[src/rtl/alu_isa_pkg.sv]
// Shared ISA definitions for the ALU instruction issuer and decoder.
// Holds the OPR field constants, the host op codes, the issuer state
// encoding, and the command validation and encoding helpers.
package alu_isa_pkg;

  // OPR field values; the decoder uses the same constants.
  localparam logic [3:0] OPR_NOP   = 4'h0;
  localparam logic [3:0] OPR_LOAD  = 4'h1;
  localparam logic [3:0] OPR_MODE1 = 4'h2;
  localparam logic [3:0] OPR_MODE2 = 4'h3;
  localparam logic [3:0] OPR_MODE3 = 4'h4;
  localparam logic [3:0] OPR_MODE4 = 4'h5;

  // Host command op codes; 5..7 are illegal.
  localparam logic [2:0] OP_LOAD  = 3'd0;
  localparam logic [2:0] OP_MODE1 = 3'd1;
  localparam logic [2:0] OP_MODE2 = 3'd2;
  localparam logic [2:0] OP_MODE3 = 3'd3;
  localparam logic [2:0] OP_MODE4 = 3'd4;

  // Highest register index a MODE command may name.
  localparam logic [3:0] MAX_INDEX = 4'd7;

  typedef enum logic [1:0] {
    ST_IDLE     = 2'd0,
    ST_WAIT_ACK = 2'd1,
    ST_GAP      = 2'd2
  } issuer_state_e;

  typedef struct packed {
    logic [3:0] opr;
    logic [3:0] opa;
  } instr_t;

  // LOAD takes any 4-bit immediate; MODE needs a register index 0..7.
  function automatic logic cmd_legal(input logic [2:0] op, input logic [3:0] arg);
    logic ok;
    ok = 1'b0;
    if (op == OP_LOAD)
      ok = 1'b1;
    else if (op <= OP_MODE4)
      ok = (arg <= MAX_INDEX);
    return ok;
  endfunction

  // MODEk maps to OPR k+1, which lands MODE1..4 on OPR_MODE1..4.
  function automatic instr_t encode(input logic [2:0] op, input logic [3:0] arg);
    instr_t w;
    w.opa = arg;
    if (op == OP_LOAD)
      w.opr = OPR_LOAD;
    else
      w.opr = {1'b0, op} + 4'd1;
    return w;
  endfunction

endpackage

[src/rtl/cmd_fifo.sv]
// Synchronous FIFO holding pre-encoded instruction words.
// Ports:
//   clk_i, rst_i      clock, synchronous active-high reset (flushes contents)
//   push_i, wdata_i   write strobe and word; ignored while full
//   pop_i, rdata_o    read strobe and head word (show-ahead); ignored while empty
//   full_o, empty_o   occupancy flags derived from the registered pointers
module cmd_fifo #(
  parameter int WIDTH = 8,
  parameter int DEPTH = 4
) (
  input  logic             clk_i,
  input  logic             rst_i,
  input  logic             push_i,
  input  logic [WIDTH-1:0] wdata_i,
  input  logic             pop_i,
  output logic [WIDTH-1:0] rdata_o,
  output logic             full_o,
  output logic             empty_o
);

  localparam int AW = $clog2(DEPTH);

  logic [WIDTH-1:0] mem_q [DEPTH];
  // One extra pointer bit distinguishes full from empty.
  logic [AW:0] wr_ptr_q, wr_ptr_d;
  logic [AW:0] rd_ptr_q, rd_ptr_d;
  logic        do_push, do_pop;

  assign empty_o = (wr_ptr_q == rd_ptr_q);
  assign full_o  = (wr_ptr_q[AW] != rd_ptr_q[AW]) &&
                   (wr_ptr_q[AW-1:0] == rd_ptr_q[AW-1:0]);
  assign rdata_o = mem_q[rd_ptr_q[AW-1:0]];

  assign do_push = push_i & ~full_o;
  assign do_pop  = pop_i & ~empty_o;

  always_comb begin
    wr_ptr_d = wr_ptr_q;
    rd_ptr_d = rd_ptr_q;
    if (do_push) wr_ptr_d = wr_ptr_q + 1'b1;
    if (do_pop)  rd_ptr_d = rd_ptr_q + 1'b1;
  end

  always_ff @(posedge clk_i) begin
    if (rst_i) begin
      wr_ptr_q <= '0;
      rd_ptr_q <= '0;
    end else begin
      wr_ptr_q <= wr_ptr_d;
      rd_ptr_q <= rd_ptr_d;
    end
  end

  // Storage needs no reset: the pointers define which entries are live.
  always_ff @(posedge clk_i) begin
    if (do_push) mem_q[wr_ptr_q[AW-1:0]] <= wdata_i;
  end

endmodule

[src/rtl/alu_instruction_issuer.sv]
// Command-side initiator for the ALU instruction decoder. Host commands are
// validated and encoded at accept time, queued, then issued one at a time on
// the instruction bus. Each word is held until the decoder toggles
// processing (or a timeout), followed by one cycle of NOP so repeated
// identical words still appear as changes.
// Ports:
//   clk_i, rst_i            clock, synchronous active-high reset
//   cmd_valid_i/cmd_ready_o host handshake; ready = FIFO not full
//   cmd_op_i, cmd_arg_i     command op (0 LOAD, 1..4 MODE) and argument
//   instruction_o           registered {OPR, OPA} word to the decoder
//   processing_i            decoder acknowledge, any toggle = consumed
//   busy_o                  FSM active or commands queued
//   err_reject_o            pulse after an illegal command was accepted
//   err_timeout_o           pulse when an instruction was abandoned
//   issued_count_o          acknowledged instruction count, wraps
module alu_instruction_issuer
  import alu_isa_pkg::*;
#(
  parameter int DEPTH   = 4,
  parameter int TIMEOUT = 15
) (
  input  logic       clk_i,
  input  logic       rst_i,
  input  logic       cmd_valid_i,
  output logic       cmd_ready_o,
  input  logic [2:0] cmd_op_i,
  input  logic [3:0] cmd_arg_i,
  output logic [7:0] instruction_o,
  input  logic       processing_i,
  output logic       busy_o,
  output logic       err_reject_o,
  output logic       err_timeout_o,
  output logic [7:0] issued_count_o
);

  localparam logic [7:0] WAIT_LAST = 8'(TIMEOUT - 1);

  issuer_state_e state_q, state_d;
  logic [7:0]    instr_q, instr_d;
  logic          ref_q, ref_d;
  logic [7:0]    wait_cnt_q, wait_cnt_d;
  logic [7:0]    issued_q, issued_d;
  logic          err_to_q, err_to_d;
  logic          err_rej_q, err_rej_d;

  logic          fifo_full, fifo_empty, fifo_pop, fifo_push;
  logic [7:0]    fifo_rdata;
  logic          accept, legal;
  instr_t        enc_word;

  // Validation and encoding happen once, at accept; the FIFO stores words.
  assign accept    = cmd_valid_i & cmd_ready_o;
  assign legal     = cmd_legal(cmd_op_i, cmd_arg_i);
  assign enc_word  = encode(cmd_op_i, cmd_arg_i);
  assign fifo_push = accept & legal;
  assign err_rej_d = accept & ~legal;

  cmd_fifo #(
    .WIDTH (8),
    .DEPTH (DEPTH)
  ) u_fifo (
    .clk_i   (clk_i),
    .rst_i   (rst_i),
    .push_i  (fifo_push),
    .wdata_i (enc_word),
    .pop_i   (fifo_pop),
    .rdata_o (fifo_rdata),
    .full_o  (fifo_full),
    .empty_o (fifo_empty)
  );

  always_comb begin
    state_d    = state_q;
    instr_d    = instr_q;
    ref_d      = ref_q;
    wait_cnt_d = wait_cnt_q;
    issued_d   = issued_q;
    err_to_d   = 1'b0;
    fifo_pop   = 1'b0;
    unique case (state_q)
      // GAP and IDLE share the issue path: GAP only guarantees one NOP cycle.
      ST_IDLE, ST_GAP: begin
        instr_d = {OPR_NOP, 4'h0};
        state_d = ST_IDLE;
        if (!fifo_empty) begin
          fifo_pop   = 1'b1;
          instr_d    = fifo_rdata;
          // Re-capturing here makes toggles seen outside WAIT_ACK harmless.
          ref_d      = processing_i;
          wait_cnt_d = '0;
          state_d    = ST_WAIT_ACK;
        end
      end
      ST_WAIT_ACK: begin
        // Acknowledge is checked first so it wins over a same-edge timeout.
        if (processing_i != ref_q) begin
          instr_d  = {OPR_NOP, 4'h0};
          issued_d = issued_q + 8'd1;
          state_d  = ST_GAP;
        end else if (wait_cnt_q == WAIT_LAST) begin
          instr_d  = {OPR_NOP, 4'h0};
          err_to_d = 1'b1;
          state_d  = ST_GAP;
        end else begin
          wait_cnt_d = wait_cnt_q + 8'd1;
        end
      end
      default: begin
        instr_d = {OPR_NOP, 4'h0};
        state_d = ST_IDLE;
      end
    endcase
  end

  always_ff @(posedge clk_i) begin
    if (rst_i) begin
      state_q    <= ST_IDLE;
      instr_q    <= '0;
      ref_q      <= 1'b0;
      wait_cnt_q <= '0;
      issued_q   <= '0;
      err_to_q   <= 1'b0;
      err_rej_q  <= 1'b0;
    end else begin
      state_q    <= state_d;
      instr_q    <= instr_d;
      ref_q      <= ref_d;
      wait_cnt_q <= wait_cnt_d;
      issued_q   <= issued_d;
      err_to_q   <= err_to_d;
      err_rej_q  <= err_rej_d;
    end
  end

  assign cmd_ready_o    = ~fifo_full;
  assign instruction_o  = instr_q;
  assign busy_o         = (state_q != ST_IDLE) | ~fifo_empty;
  assign err_reject_o   = err_rej_q;
  assign err_timeout_o  = err_to_q;
  assign issued_count_o = issued_q;

endmodule

[config.mk]
export PLATFORM = sky130hd
export DESIGN_NAME = alu_instruction_issuer
export DESIGN_NICKNAME = d
export VERILOG_FILES = /design/src/rtl/alu_isa_pkg.sv /design/src/rtl/cmd_fifo.sv /design/src/rtl/alu_instruction_issuer.sv
export SDC_FILE = /design/constraint.sdc
export NUM_CORES = 1
export LEC_CHECK = 0
export CORE_MARGIN = 3
export CORE_UTILIZATION = 30
export DETAILED_ROUTE_END_ITERATION = 8
export GPL_ROUTABILITY_DRIVEN = 0
export GPL_TIMING_DRIVEN = 1
export PLACE_DENSITY = 0.46
export SLEW_MARGIN = 20
export SYNTH_ARGS = -nofsm -noshare
export SYNTH_HDL_FRONTEND = slang
export SYNTH_SLANG_ARGS = --single-unit
[constraint.sdc]
create_clock -name clk_i -period 4.35 [get_ports clk_i]
set_input_delay 0.435 -clock clk_i [delete_from_list [all_inputs] [get_ports clk_i]]
set_output_delay 0.435 -clock clk_i [all_outputs]
set_load 0.1 [all_outputs]
==> run summary, run 1 <==
Final Critical Period -> 2789 ps
Seq cells post-synth -> 69
Post-CTS Setup Bufs -> 0
final net count -> 293
mux cell area share after synthesis -> 7.812%
period utilization -> 64.13%
top-area cell type share of the netlist area -> 32.26%
largest cells by area after synthesis -> edfxtp_1, dfxtp_1, mux4_2
DR iter-0 viols -> 85
vias in the first global route -> 1861
HP Start -> wait_cnt_q[1]
antenna viol nets, final -> 0
grt total ovfl -> 0
Mapped Nets -> 261
cell taking the most area after synthesis -> edfxtp_1
Adder-Cell Fraction of Synth Area -> 4.536%
actual slew at the worst max-slew pin -> 981.2 ps
Req. time, crit path -> 3910 ps
Setup TNS -> 0 ps
sequential cell area fraction in the yosys report -> 57.12%
VDD IR-drop max -> 0.0001479 V
worst setup path start -> u_fifo.wr_ptr_q[2]
dominant synthesized flop cell -> dfxtp_1
vias -> 1921
Finish-stage setup viols -> 0
main combinational cell family by area after synthesis -> simple AND/OR/NAND/NOR gates
r2r setup slk -> 1980 ps
sequential cell area -> 1702 sq um
DR WL/cell -> 14.06 um
CTS tree -> done
Die W -> 105.7 um
Warnings, synthesis -> 0
worst skew pair latency -> 350 ps
first-pass GRT wire length -> 9.611 mm
Top Family by Delay on Critical Path -> buffers and inverters
hold crit path type -> flop to flop
RSZ-0062 raised after global routing -> no
Crit. End Element -> output pin
Antenna Cells -> 0
share of post-route cells with drive strength above 1 -> 12.64%
kind of critical path -> flop to output pin
standby leakage power -> 1.194 nW
clk buf depth -> 2
worst-case clock skew -> 10.68 ps
H-tree Lvls -> 3
Final Hold Fails -> 0
area post-placement -> 3406 sq um
Die Ht -> 105.7 um
via/cell ratio -> 4.732
fmax -> 0.3585 GHz
simple-gate share of the synthesized area -> 13.48%
post-synthesis compound-gate area fraction -> 10.75%
total wire length -> 5.708 mm
Post-Synth XOR/XNOR Area -> 3.234%
Post-synth ARST share -> 0%
Layout area overhead -> 20.66%
reg2reg start -> state_q[1]
hpwl dp -> 4.004 mm
largest net degree at the start of global routing -> 21
slowest CP cell -> clkdlybuf4s50_1
Max-slew headroom -> 34.39%
Placement Rows -> 35
post-route cell area -> 3595 sq um
Avg Inst Size Synth -> 12.41 sq um
clock root cell -> clkbuf_8
fillers -> 946
crit-path cells -> xnor2_1 > nand3b_1 > clkdlybuf4s50_1
antenna violations before repair -> 0
multi-input logic area -> 1186 sq um
die area -> 11160 sq um
first drt pass iteration count -> 4
Critical Path AT -> 2350 ps
Core Box Area -> 9459 sq um
Post-CTS Hold Fix Bufs -> 0
Max Cap Viol -> 0
Crit path largest cell delay -> 1170 ps
max-slew violations -> 0
WP buf/inv -> 1
PostCTS Resize Cnt -> 0
Crit Path Max Fanout -> 5
I/O pins -> 31
Tot GR Track Use -> 10.95%
post-synthesis cell count -> 240
cell area after synthesis -> 2979 sq um
Post-synth EDFFs -> 32
CP startpoint kind -> flop
Initial Utilization -> 31.49%
CTS Buf Count -> 9
IO buf count -> 30
Clk pin slew, worst setup/hold paths -> 80 ps
pwr dens -> 543.0 nW/um^2
Residual DRC -> 0
Sink Count -> 69
Yosys cell types -> 45
outcome -> finished, final reports clean
## worst min-delay path: cells and delay by family (launching register included)
kind	cells	cell delay [ps]
DFF	1	350
AOI/OAI and AO/OA	1	50
and+or+nand+nor	1	80
## path summary, 6_finish.rpt
path                   end  depth (start not counted)
min reg2reg  wait_cnt_q[1]                          2
max reg2reg  wait_cnt_q[5]                          4
max            cmd_ready_o                          3
min          wait_cnt_q[1]                          2
## synth_stat cells (7+ instances only)
| cell | count |
|---|---|
| inv_1 | 11 |
| nor2_1 | 23 |
| nand3_1 | 7 |
| a21oi_1 | 8 |
| a22oi_1 | 8 |
| clkbuf_1 | 8 |
| mux4_2 | 8 |
| nand2_1 | 10 |
| ha_1 | 10 |
| dfxtp_1 | 37 |
| xnor2_1 | 10 |
| edfxtp_1 | 32 |
## cells by family after synthesis
kind of cell / Yosys count
multiplexers: 13
AND/OR/NAND/NOR: 76
buffers and inverters: 22
AO/OA/AOI/OAI: 38
XOR/XNOR: 11
adder cells (fa/ha/maj): 11
flip-flops: 69
## cells in the final DEF, fill, tap and decap left out, types with 7 or more instances in the layout
cell	count
clkbuf_8	9
ha_1	10
a22oi_1	8
a21oi_1	8
clkdlybuf4s50_1	30
edfxtp_1	32
inv_1	11
nand2_1	10
dfxtp_1	37
xnor2_1	10
nor2_1	23
nand3_1	7
mux4_2	8
## flip-flops by register name, summed over array words and instances (netlist names), named ones only
signal	cells
err_reject_o	1
err_timeout_o	1
instruction_o	8
issued_count_o	8
ref_q	1
state_q	2
u_fifo.mem_q	32
u_fifo.rd_ptr_q	3
u_fifo.wr_ptr_q	3
wait_cnt_q	8
## where the power goes
part,total [mW],switching [mW],leakage [nW],internal [mW]
Combinational,0.653,0.448,0.508,0.204
Clock,0.500,0.278,0.0947,0.222
Sequential,0.800,0.0647,0.591,0.735
## area by class of cell
cell class / count / area share (%)
Clock buffer: 9 / 3.446
Clock inverter: 7 / 1.810
Inverter: 11 / 1.149
Multi-Input combinational cell: 149 / 33.00
Sequential cell: 69 / 47.34
Tap cell: 129 / 4.490
Timing Repair Buffer: 32 / 8.771
## layer usage
| metal | up-vias | share of wire, % | track usage [%] |
|---|---|---|---|
| li1 | 947 | - | - |
| met1 | 936 | 50 | 15.41 |
| met2 | 32 | 44 | 15.57 |
| met3 | 6 | 3.9 | 3.123 |
| met4 | 0 | 1.3 | 4.810 |
| met5 | - | 0 | 0 |
## stage by stage
stage / cells / util, % / setup slack [ps] / hold WS, ps / total power [mW]
2_1_floorplan: 240 / - / 1712 / 470.3 / 1.342
3_3_place_gp: 390 / 36.01 / 1784 / 493.9 / 1.476
3_5_place_dp: 390 / 36.01 / 1733 / 504.6 / 1.477
4_1_cts: 406 / 38.00 / 1518 / 519.5 / 1.979
5_1_grt: 406 / 38.00 / 1449 / 538.6 / 2.066
6_report: 406 / 38.00 / 1561 / 515.2 / 1.952
Note: power is estimated with default switching activity, not from simulation.
==> run 2, diff against run 1 <==
==> constraint.sdc (replaced) <==
create_clock -name clk_i -period 2.7 [get_ports clk_i]
set_input_delay 0.27 -clock clk_i [delete_from_list [all_inputs] [get_ports clk_i]]
set_output_delay 0.27 -clock clk_i [all_outputs]
set_load 0.1 [all_outputs]
==> run 2 against run 1 <==
Combinational power grew 65%. Sequential power grew 61%. Final area fell by 0.59%. Wire length rose by 5.6%. Power grew 61%. Sequential share of layout area increased by 0.28 points. Die area stayed put.
==> run summary, run 2 (synthesized netlist as in run 1, its figures left out) <==
outcome -> finished, final reports clean
Clk pin slew, worst setup/hold paths -> 80 ps (about the same)
final net count -> 298 (+1.7%)
Die Ht -> 105.7 um (unchanged)
grt total ovfl -> 0 (unchanged)
Setup TNS -> 0 ps (unchanged)
worst skew pair latency -> 340 ps (about the same)
Final Critical Period -> 1996 ps
hpwl dp -> 4.327 mm (+8.1%)
fin worst setup slack -> 704.0 ps (-856.5 ps)
Crit. End Element -> flop
first-pass GRT wire length -> 10.03 mm (+4.4%)
fmax -> 0.5010 GHz
kind of critical path -> input pin to flop
Die W -> 105.7 um (unchanged)
Post-CTS Setup Bufs -> 0 (unchanged)
H-tree Lvls -> 3 (unchanged)
post-route total power -> 3.144 mW (+61%)
slowest CP cell -> clkdlybuf4s50_1
Layout Utilization -> 37.78% (-0.22 points)
total wire length -> 6.027 mm (+5.6%)
Final Instance Count excl. Fillers -> 411 (+1.2%)
Max-slew headroom -> 48.99% (+15 points)
Critical Path AT -> 2040 ps (-310 ps)
hold slack -> 507.2 ps (-7.941 ps)
Crit path largest cell delay -> 500 ps (-670 ps)
Placed Instances -> 395 (+1.3%)
pwr dens -> 879.8 nW/um^2 (+62%)
reg2reg start -> u_fifo.rd_ptr_q[2]
Sink Count -> 69 (unchanged)
Final Hold Fails -> 0 (unchanged)
Hold Path Depth -> 2 (unchanged)
number of flip-flops in the largest register -> 32 (unchanged)
Max Cap Viol -> 0 (unchanged)
post-route cell area -> 3573 sq um (-0.59%)
die area -> 11160 sq um (unchanged)
largest net degree at the start of global routing -> 21 (unchanged)
IO buf count -> 30 (unchanged)
DR iter-0 viols -> 97 (+14%)
VDD IR-drop max -> 0.0002538 V (+72%)
clock root cell -> clkbuf_8
crit-path cells -> clkdlybuf4s50_1 > inv_1 > ha_1 > maj3_1 > and3_1 > and2_1
pre-CTS setup slack -> 337.4 ps (-1396 ps)
vias -> 1925 (+0.21%)
r2r endpoint -> u_fifo.mem_q[0][1]
reg2reg path depth -> 4 (unchanged)
first drt pass iteration count -> 4 (unchanged)
share of post-route cells with drive strength above 1 -> 21.28% (+8.6 points)
HP Start -> issued_count_o[6]
WHS Endpoint -> issued_count_o[6]
max-slew violations -> 0 (unchanged)
I/O pins -> 31 (unchanged)
Core Box Area -> 9459 sq um (unchanged)
Finish-stage setup viols -> 0 (unchanged)
Initial Utilization -> 31.49% (unchanged)
Post-CTS Hold Fix Bufs -> 0 (unchanged)
worst-case clock skew -> 6.694 ps (-3.984 ps)
actual slew at the worst max-slew pin -> 762.8 ps (-218.4 ps)
CP startpoint kind -> input pin
Crit Path Max Fanout -> 8 (+3)
DR WL/cell -> 14.66 um (+4.3%)
r2r setup slk -> 810 ps (-1170 ps)
Req. time, crit path -> 2750 ps (-1160 ps)
vias in the first global route -> 1865 (+0.21%)
Antenna Cells -> 0 (unchanged)
Layout area overhead -> 19.95%
fillers -> 934 (-1.3%)
CTS Buf Count -> 9 (unchanged)
Residual DRC -> 0 (unchanged)
Tot GR Track Use -> 11.45% (+0.50 points)
area post-placement -> 3393 sq um (-0.37%)
period utilization -> 73.93%
commonest non-fill, non-tap cell in the layout -> dfxtp_1
hold crit path type -> flop to flop
standby leakage power -> 1.251 nW (+4.8%)
RSZ-0062 raised after global routing -> no
PostCTS Resize Cnt -> 0 (unchanged)
antenna viol nets, final -> 0 (unchanged)
commonest non-fill, non-tap cells in the layout -> dfxtp_1, edfxtp_1, buf_4
via/cell ratio -> 4.684 (-1.0%)
Placement Rows -> 35 (unchanged)
clk buf depth -> 2 (unchanged)
antenna violations before repair -> 0 (unchanged)
CTS tree -> done
run 2: changes by cell type in the layout (fill, tap and decap cells not counted), sizes merged:
cell and delta:
inv -1, clkdlybuf4s50 -20, buf +25, clkinv +1
run 2: critical path: cells and delay by family:
family | cells | cell delay (ps)
adder cells (fa/ha/maj) | 2 | 620
AND/OR/NAND/NOR | 2 | 580
buffers and inverters | 2 | 560
run 2: how the worst max path moves through the flow:
stage | start | endpoint | slack, ps | cells after the start
6_report | cmd_op_i[0] | u_fifo.mem_q[0][1] | 700 | 6
2_1_floorplan | u_fifo.wr_ptr_q[1] | u_fifo.mem_q[0][0] | 60 | 5
3_5_place_dp | cmd_op_i[0] | u_fifo.mem_q[0][2] | 340 | 6
5_1_grt | cmd_op_i[0] | u_fifo.mem_q[0][6] | 610 | 6
4_1_cts | cmd_op_i[0] | u_fifo.mem_q[0][7] | 710 | 6
3_3_place_gp | cmd_op_i[0] | u_fifo.mem_q[1][1] | 360 | 6
run 2: cell type report:
| cell class | instances | area [sq um] | area share (%) |
|---|---|---|---|
| Inverter | 11 | 41.29 | 1.155 |
| Multi-Input combinational cell | 149 | 1186 | 33.19 |
| Clock buffer | 9 | 123.9 | 3.466 |
| Sequential cell | 69 | 1702 | 47.62 |
| Tap cell | 129 | 161.4 | 4.517 |
| Timing Repair Buffer | 37 | 302.8 | 8.473 |
| Clock inverter | 7 | 56.30 | 1.576 |
run 2: routing by layer:
layer	wire (um)	part of all wire (%)	vias up	track usage (%)
met5	0	0	-	0
met2	2611	43	32	16.35
met3	177	2.9	8	2.633
li1	-	-	959	-
met1	3155	52	926	16.49
met4	82	1.4	0	4.995
run 2: power by group:
| group | internal [mW] | total [mW] | switching [mW] | leakage (nW) |
|---|---|---|---|---|
| logic | 0.339 | 1.08 | 0.738 | 0.568 |
| registers | 1.18 | 1.29 | 0.108 | 0.591 |
| clock network | 0.346 | 0.775 | 0.429 | 0.0910 |
==> run 3, diff against run 2 <==
==> constraint.sdc (replaced) <==
create_clock -name clk_i -period 1.9 [get_ports clk_i]
set_input_delay 0.19 -clock clk_i [delete_from_list [all_inputs] [get_ports clk_i]]
set_output_delay 0.19 -clock clk_i [all_outputs]
set_load 0.1 [all_outputs]
==> run 3 against run 2 <==
Die area is the same. Clock power is 47% higher. Critical path type is now flop to flop. Largest power group unchanged. Worst hold slack worse by 2.1 ps.
==> run summary, run 3 (synthesized netlist as in run 1, its figures left out) <==
IO buf count -> 30 (unchanged)
standby leakage power -> 1.364 nW (+9.1%)
DR WL/cell -> 13.86 um (-5.5%)
Max-slew headroom -> 68.43% (+19 points)
first-pass GRT wire length -> 10.03 mm (about the same)
fmax -> 0.5863 GHz
Max Cap Viol -> 0 (unchanged)
Sink Count -> 69 (unchanged)
fin worst setup slack -> 194.4 ps (-509.6 ps)
kind of critical path -> flop to flop
Switching Power -> 1.858 mW (+46%)
grt total ovfl -> 0 (unchanged)
Post-CTS Hold Fix Bufs -> 0 (unchanged)
vias in the first global route -> 1982 (+6.3%)
Die W -> 105.7 um (unchanged)
post-route cell area -> 3782 sq um (+5.8%)
commonest non-fill, non-tap cells in the layout -> buf_4, edfxtp_1, dfxtp_1
hpwl dp -> 4.282 mm (-1.0%)
clk buf depth -> 2 (unchanged)
worst skew pair latency -> 340 ps (about the same)
first drt pass iteration count -> 4 (unchanged)
Req. time, crit path -> 2150 ps (-600 ps)
Int Power -> 2.888 mW (+55%)
combinational power share -> 37.9% (+3.7 points)
via/cell ratio -> 4.611 (-1.5%)
Placement Rows -> 35 (unchanged)
pwr dens -> 1255 nW/um^2 (+43%)
commonest non-fill, non-tap cell in the layout -> buf_4
share of post-route cells with drive strength above 1 -> 29.53% (+8.3 points)
VDD IR-drop max -> 0.0004037 V (+59%)
antenna viol nets, final -> 0 (unchanged)
Final Critical Period -> 1706 ps
Clk pin slew, worst setup/hold paths -> 80 ps (about the same)
Initial Utilization -> 31.49% (unchanged)
I/O pins -> 31 (unchanged)
final net count -> 314 (+5.4%)
hold crit path type -> flop to flop
max-slew violations -> 0 (unchanged)
total wire length -> 5.918 mm (-1.8%)
Core Box Area -> 9459 sq um (unchanged)
CP startpoint kind -> flop
Residual DRC -> 0 (unchanged)
number of flip-flops in the largest register -> 32 (unchanged)
Finish-stage setup viols -> 0 (unchanged)
Layout area overhead -> 26.96%
r2r setup slk -> 190 ps (-620 ps)
Die Ht -> 105.7 um (unchanged)
Final Hold Fails -> 0 (unchanged)
largest net degree at the start of global routing -> 44 (+110%)
CTS tree -> done
RSZ-0062 raised after global routing -> no
antenna violations before repair -> 0 (unchanged)
Placed Instances -> 411 (+4.1%)
area post-placement -> 3596 sq um (+6.0%)
period utilization -> 89.77%
Post-CTS Setup Bufs -> 0 (unchanged)
PostCTS Resize Cnt -> 0 (unchanged)
die area -> 11160 sq um (unchanged)
worst-case clock skew -> 10.41 ps (+3.720 ps)
Tot GR Track Use -> 11.46% (about the same)
clock root cell -> clkbuf_8
H-tree Lvls -> 3 (unchanged)
post-route total power -> 4.746 mW (+51%)
outcome -> finished, final reports clean
pre-CTS setup slack -> -121.1 ps (-458.5 ps)
Critical Path AT -> 1960 ps (-80 ps)
Setup TNS -> 0 ps (unchanged)
clock share of power -> 24.1% (-0.6 points)
actual slew at the worst max-slew pin -> 470.0 ps (-292.8 ps)
Crit Path Max Fanout -> 7 (-1)
Final Instance Count excl. Fillers -> 427 (+3.9%)
Crit. End Element -> flop
vias -> 1969 (+2.3%)
share of power burned in registers -> 38.0% (-3.1 points)
CTS Buf Count -> 9 (unchanged)
DR iter-0 viols -> 64 (-34%)
Switching Share -> 39.14% (-1.4 points)
Antenna Cells -> 0 (unchanged)
## run 3: layer usage
metal	track usage, %	up-vias	share of wire [%]
met2	18.40	24	48
met3	3.491	2	3.5
met4	3.608	0	0.66
li1	-	993	-
met1	14.81	950	48
met5	0	-	0
## run 3: power by group through the flow
stage               clock network, mW  logic [mW]  registers, mW
floorplan                           0       0.937           2.15
global placement                    0        1.83           1.84
detailed placement                  0        1.83           1.84
CTS                              1.19        1.83           1.81
global route                     1.26        1.94           1.83
finish                           1.14        1.80           1.80
## run 3: worst paths after layout
kind | from | cells after the start | endpoint
worst max-delay path | wait_cnt_q[4] | 5 | wait_cnt_q[7]
worst min-delay path | issued_count_o[1] | 2 | issued_count_o[1]
worst min register to register | issued_count_o[1] | 2 | issued_count_o[1]
worst max register to register | wait_cnt_q[4] | 5 | wait_cnt_q[7]
## run 3: layout make-up
type,instances,area (sq um)
fillers,931,5677
repair buffers,53,473.0
inverters,11,41.29
clock buffers,9,123.9
clock inverters,7,62.56
multi-input cells,149,1211
well taps,129,161.4
flip-flops and latches,69,1709
## run 3: metrics by stage
step	hold slack, ps	utilization, %
6_report	505.1	39.99
5_1_grt	512.3	39.99
2_1_floorplan	288.9	-
3_3_place_gp	488.3	38.02
3_5_place_dp	492.7	38.02
4_1_cts	495.3	39.99
## run 3: worst max-delay path: stages, from the launching register on
cell	delay (ps)
dfxtp_1	390
nor4_4	380
a311oi_4	180
or2_1	270
buf_4	170
a311oi_2	230
